`src/rtl/rf_ctrl_pkg.sv`:
```
// Shared register-file control constants and types.
package rf_ctrl_pkg;
  localparam int NUM_REGS = 32;
  localparam int ADDR_W   = $clog2(NUM_REGS);
  localparam int DATA_W   = 32;

  typedef logic [ADDR_W-1:0] reg_addr_t;
  typedef logic [DATA_W-1:0] word_t;
endpackage

```
`src/rtl/rr_arbiter.sv`:
```
// Round-robin arbiter: one-hot grant to the first request at/after the pointer.
// The pointer moves to just past the granted requester on every grant.
module rr_arbiter #(
  parameter int N = 3,
  localparam int PW = (N > 1) ? $clog2(N) : 1
) (
  input  logic         clk,
  input  logic         rst_n,
  input  logic         en,
  input  logic [N-1:0] req,
  output logic [N-1:0] gnt,
  output logic [PW-1:0] ptr
);
  logic [2*N-1:0] req_rot;
  logic [PW-1:0]  gnt_idx;
  logic           any_gnt;

  // Rotating the doubled request vector puts requester ptr at bit 0.
  assign req_rot = {req, req} >> ptr;

  always_comb begin
    gnt     = '0;
    gnt_idx = '0;
    any_gnt = 1'b0;
    for (int k = N - 1; k >= 0; k--) begin
      if (en && req_rot[k]) begin
        any_gnt = 1'b1;
        gnt_idx = PW'((int'(ptr) + k) % N);
      end
    end
    if (any_gnt) gnt = N'(1) << gnt_idx;
  end

  always_ff @(posedge clk) begin
    if (!rst_n) begin
      ptr <= '0;
    end else if (any_gnt) begin
      ptr <= (gnt_idx == PW'(N - 1)) ? '0 : gnt_idx + 1'b1;
    end
  end
endmodule

```
`src/rtl/regfile_wb_scheduler.sv`:
```
// Register-file write-port sequencer with round-robin writeback arbitration
// and a per-register busy scoreboard that stalls issue on RAW/WAW hazards.
module regfile_wb_scheduler
  import rf_ctrl_pkg::*;
#(
  parameter int NUM_WB = 3,
  localparam int PTR_W = (NUM_WB > 1) ? $clog2(NUM_WB) : 1
) (
  input  logic                     clk,
  input  logic                     rst_n,
  input  logic                     en,
  input  logic                     issue_valid,
  input  reg_addr_t                issue_rs1,
  input  reg_addr_t                issue_rs2,
  input  reg_addr_t                issue_rd,
  input  logic                     issue_wr,
  output logic                     issue_ready,
  input  logic [NUM_WB-1:0]        wb_valid,
  input  logic [NUM_WB*ADDR_W-1:0] wb_rd,
  input  logic [NUM_WB*DATA_W-1:0] wb_data,
  output logic [NUM_WB-1:0]        wb_ready,
  output logic                     rf_we,
  output reg_addr_t                rf_reg_c,
  output word_t                    rf_data_c,
  output logic [NUM_REGS-1:0]      busy,
  output logic                     err_spur,
  output logic [PTR_W-1:0]         rr_ptr
);
  // Handshakes: a transfer happens in a cycle where valid and ready are both 1.
  // Issue may withdraw valid without ready; writeback requesters hold
  // valid/rd/data stable until they see ready.
  logic [NUM_REGS-1:0] busy_q;
  logic [NUM_REGS-1:0] busy_nxt;
  logic                rf_we_q;
  reg_addr_t           sel_rd;
  word_t               sel_data;
  logic                wb_any;
  logic                write_go;

  rr_arbiter #(.N(NUM_WB)) u_arb (
    .clk   (clk),
    .rst_n (rst_n),
    .en    (en),
    .req   (wb_valid),
    .gnt   (wb_ready),
    .ptr   (rr_ptr)
  );

  assign issue_ready = en & issue_valid & ~busy_q[issue_rs1] & ~busy_q[issue_rs2]
                     & ~(issue_wr & busy_q[issue_rd]);

  always_comb begin
    sel_rd   = '0;
    sel_data = '0;
    for (int i = 0; i < NUM_WB; i++) begin
      if (wb_ready[i]) begin
        sel_rd   = sel_rd | wb_rd[i*ADDR_W +: ADDR_W];
        sel_data = sel_data | wb_data[i*DATA_W +: DATA_W];
      end
    end
  end

  assign wb_any   = |wb_ready;
  assign write_go = wb_any && (sel_rd != '0);

  // Clear on register-file commit, then set on issue; set wins on a collision.
  always_comb begin
    busy_nxt = busy_q;
    if (rf_we_q) busy_nxt[rf_reg_c] = 1'b0;
    if (issue_ready && issue_wr && (issue_rd != '0)) busy_nxt[issue_rd] = 1'b1;
    busy_nxt[0] = 1'b0;
  end

  always_ff @(posedge clk) begin
    if (!rst_n) begin
      busy_q    <= '0;
      rf_we_q   <= 1'b0;
      rf_reg_c  <= '0;
      rf_data_c <= '0;
      err_spur  <= 1'b0;
    end else if (en) begin
      busy_q  <= busy_nxt;
      rf_we_q <= write_go;
      if (write_go) begin
        rf_reg_c  <= sel_rd;
        rf_data_c <= sel_data;
      end
      if (write_go && !busy_q[sel_rd]) err_spur <= 1'b1;
    end
  end

  assign rf_we = rf_we_q & en;
  assign busy  = busy_q;
endmodule

```
`config.mk`:
```
export PLATFORM = sky130hd
export DESIGN_NAME = regfile_wb_scheduler
export DESIGN_NICKNAME = d
export VERILOG_FILES = /design/src/rtl/rf_ctrl_pkg.sv /design/src/rtl/rr_arbiter.sv /design/src/rtl/regfile_wb_scheduler.sv
export SDC_FILE = /design/constraint.sdc
export NUM_CORES = 1
export LEC_CHECK = 0
export CORE_UTILIZATION = 43
export DETAILED_ROUTE_END_ITERATION = 10
export HOLD_SLACK_MARGIN = 0.15
export PLACE_DENSITY = 0.82
export RECOVER_POWER = 100
export SYNTH_ARGS = -nofsm -noshare
export SYNTH_HDL_FRONTEND = slang
export SYNTH_HIERARCHICAL = 1
export SYNTH_SLANG_ARGS = --single-unit
```
`constraint.sdc`:
```
create_clock -name clk -period 4 [get_ports clk]
set_input_delay 0.8 -clock clk [delete_from_list [all_inputs] [get_ports clk]]
set_output_delay 0.8 -clock clk [all_outputs]
set_load 0.05 [all_outputs]
```
==> impl_metrics.csv <==
group,metric,value,unit
outcome,status,"completed",
clock_network,cts.sinks,72,
logic_synthesis,yosys_warnings,6,
logic_synthesis,synth_area,4780,um^2
timing,max_freq,256,MHz
critical_path,crit_arrival,4.12,ns
floorplanning,coreArea,10800,um^2
timing,slew_headroom,0.512,
logic_synthesis,yosys.area.top_type,"dfxtp_1",
floorplanning,die_area,11600,um^2
logic_synthesis,ys.flop_type,"dfxtp_1",
layout,drive_above_1_share,0.126,
pwr,pwr-share-seq,0.233,
pwr,vdd_ir_drop_max,453,uV
clock_network,clkTransAtPathRegs,0.08,ns
global_route,antenna_found_initial,0,
pwr,combPwrFrac,0.648,
logic_synthesis,netlist_instances,521,
logic_synthesis,mappedNetlistNets,658,
critical_path,path_buf_inv,4,
route,routed_wl,17.8,mm
route,drc_errors,0,
global_route,overflow,0,
logic_synthesis,ys_ff_latch,72,
timing,hold_viol_final,0,
route,wl_met1,6.53,mm
floorplanning,fp.dieH,107,um
clock_network,clockBufferDepth,2,
pwr,p_int,0.00217,W
pwr,powerDensity,565,nW/um^2
route,dr_total_vias,5630,
logic_synthesis,seq_area_frac_synth,0.301,
timing,finalCritPeriodShare,0.977,
clock_network,cts_made_buffers,9,
critical_path,cp_max_fo,18,
logic_synthesis,synth.most_common_cell,"dfxtp_1",
global_route,gr-usage-all-layers,0.310,
place,place_inst,852,
pwr,switching_share,0.478,
floorplanning,die_x,107,um
logic_synthesis,synthDistinctLibCells,61,
pwr,p_sw,0.00199,W
logic_synthesis,synth_top_area_frac,0.301,
layout,fin_cells,869,
floorplanning,initial_core_util,0.441,
place,gp_congestion,0.963,
route,ant_nets,0,
floorplanning,ioPinCount,211,
timing,worst_pin_slew,0.726,ns
logic_synthesis,synthTopCellsByCount,"72 x dfxtp_1, 48 x clkbuf_1, 44 x nor2_1",
timing,setup_viol_count_final,0,
route,wl_per_cell,20.5,um
hold_path,hp-class,"reg -> reg",
critical_path,slowest_delay,0.55,ns
global_route,grt_pass1_wl,27.8,mm
timing,period_needed,3.91,ns
critical_path,cp-end-kind,"flip-flop",
critical_path,critPathLaunchType,"input pin",
logic_synthesis,synth-async-reset-ratio,0,
flow_run,drv_cap,0,
layout,nets,861,
global_route,grt_pass1_vias,5496,
logic_synthesis,synth_area_leaders,"dfxtp_1 30%, a222oi_1 7.9%, o41ai_1 6.0%, a211oi_1 6.0%, mux4_2 5.6%",
timing,skew,0.00870,ns
clock_network,cts_max_level,3,
critical_path,crit_type,"in -> reg",
critical_path,worstPathCellList,"clkdlybuf4s50_1, and4b_1, o41a_1, a221oi_1, buf_4, a221oi_4, buf_4, a222oi_1, buf_4, a21oi_1, a221oi_1, a31oi_1, a31oi_1, a31oi_1",
logic_synthesis,syn_avg_cell_area,9.18,um^2
clock_network,clk_latency,0.35,ns
timing,setup_tns,0,ns
pwr,clockPowerShare,0.119,
route,dr_wl_met3,2.05,mm
clock_network,root_buffer,"clkbuf_8",
clock_network,cts_tree,"done",
route,wl_met2,8.72,mm
layout,n_antenna_cell,0,
timing,slew_violations,0,
place,hpwl,13.3,mm
route,vias_per_cell,6.48,
layout,syn_to_final_growth,53.6,%
layout,fill_cells,880,
floorplanning,row_count,38,
route,dr.max_layer_used,"met4",
logic_synthesis,synth-edff-count,0,
global_route,grt_max_degree,40,
critical_path,critPathRequiredTime,4.22,ns
place,io_buffers,209,
critical_path,path_delay_family,"compound AO/OA/AOI/OAI gates",
route,drt-initial-drc-count,648,
critical_path,critical_path.slowest_cell,"clkdlybuf4s50_1",
route,dr.pass1.iters,8,
pwr,cellLeakagePower,2.78,nW
-- flip-flops by register name, summed over array words and instances (netlist names) --
signal,flops
rf_data_c,32
u_arb/ptr,2
rf_reg_c,5
err_spur,1
busy,31
rf_we_q,1
-- worst paths after layout --
check,from,end,slack [ns],cells past startpoint
max,wb_valid[2],err_spur$_SDFFE_PN0P_,0.09,14
min reg2reg,rf_data_c[7]$_SDFFE_PN0P_,rf_data_c[7]$_SDFFE_PN0P_,0.50,2
min,rf_data_c[7]$_SDFFE_PN0P_,rf_data_c[7]$_SDFFE_PN0P_,0.50,2
max reg2reg,u_arb/ptr[0]$_SDFFE_PN0P_,err_spur$_SDFFE_PN0P_,0.40,14
-- tightest hold or removal path: cells and delay by family (launching register included) --
family | cells | cell delay (ns)
AND/OR/NAND/NOR | 1 | 0.09
flip-flops | 1 | 0.31
AO/OA/AOI/OAI | 1 | 0.05
-- cell usage in the layout, fill, tap and decap left out, types with 13 or more instances in the layout --
cell / n
a211oi_1: 38
a21oi_1: 13
a222oi_1: 38
buf_4: 39
clkdlybuf4s50_1: 131
dfxtp_1: 70
dlygate4sd3_1: 73
inv_1: 15
mux2i_1: 24
nand2_1: 19
nor2_1: 44
o211ai_1: 28
o41ai_1: 33
-- layer usage --
| layer | vias to the layer above | track usage |
|---|---|---|
| met4 | 0 | 0.134 |
| met3 | 49 | 0.0932 |
| met2 | 388 | 0.530 |
| met1 | 2640 | 0.355 |
| li1 | 2553 | - |
| met5 | - | 0 |
-- power groups by stage --
stage / registers (W) / logic [W] / clock network (W)
3_3_place_gp: 0.000978 / 0.00266 / 0
5_1_grt: 0.000986 / 0.00288 / 0.000540
4_1_cts: 0.000971 / 0.00274 / 0.000498
2_1_floorplan: 0.00130 / 0.00147 / 0
6_report: 0.000968 / 0.00269 / 0.000496
3_5_place_dp: 0.000986 / 0.00273 / 0
-- cells by family (layout without fill, tap and decap cells) --
logic type	after synthesis	after routing	share of synthesized area
AOI/OAI and AO/OA	191	191	0.323
and+or+nand+nor	131	131	0.147
buffers and inverters	75	283	0.0693
DFF	72	72	0.301
muxes	48	48	0.151
adders and majority gates	3	3	0.00785
other	1	1	0.000784
-- layout make-up --
type	instances	area, um^2	share of cell area
clock inverter	4	22.5	0.00306
inverter	15	56.3	0.00766
multi-input combinational	374	3060	0.416
timing repair buffer	252	2450	0.334
tap	140	175	0.0238
sequential	72	1450	0.197
clock buffer	12	135	0.0184
-- stage by stage --
step / power (W) / setup WS, ns / utilization / area [um^2] / hold WS [ns]
floorplan: 0.00277 / 0.0123 / - / 4850 / 0.461
global placement: 0.00364 / -0.0196 / 0.665 / 7200 / 0.474
detailed placement: 0.00371 / -0.172 / 0.665 / 7200 / 0.486
CTS: 0.00421 / 0.0179 / 0.679 / 7360 / 0.501
global route: 0.00440 / -0.0446 / 0.678 / 7350 / 0.521
finish: 0.00416 / 0.0924 / 0.678 / 7350 / 0.496
-- what timing repair did --
item	CTS	global route
hold buffers	0	0
resized for setup	0	2
setup buffers	0	1
endpoints found under the setup margin	0	2
Note: power is estimated with default switching activity, not from simulation.
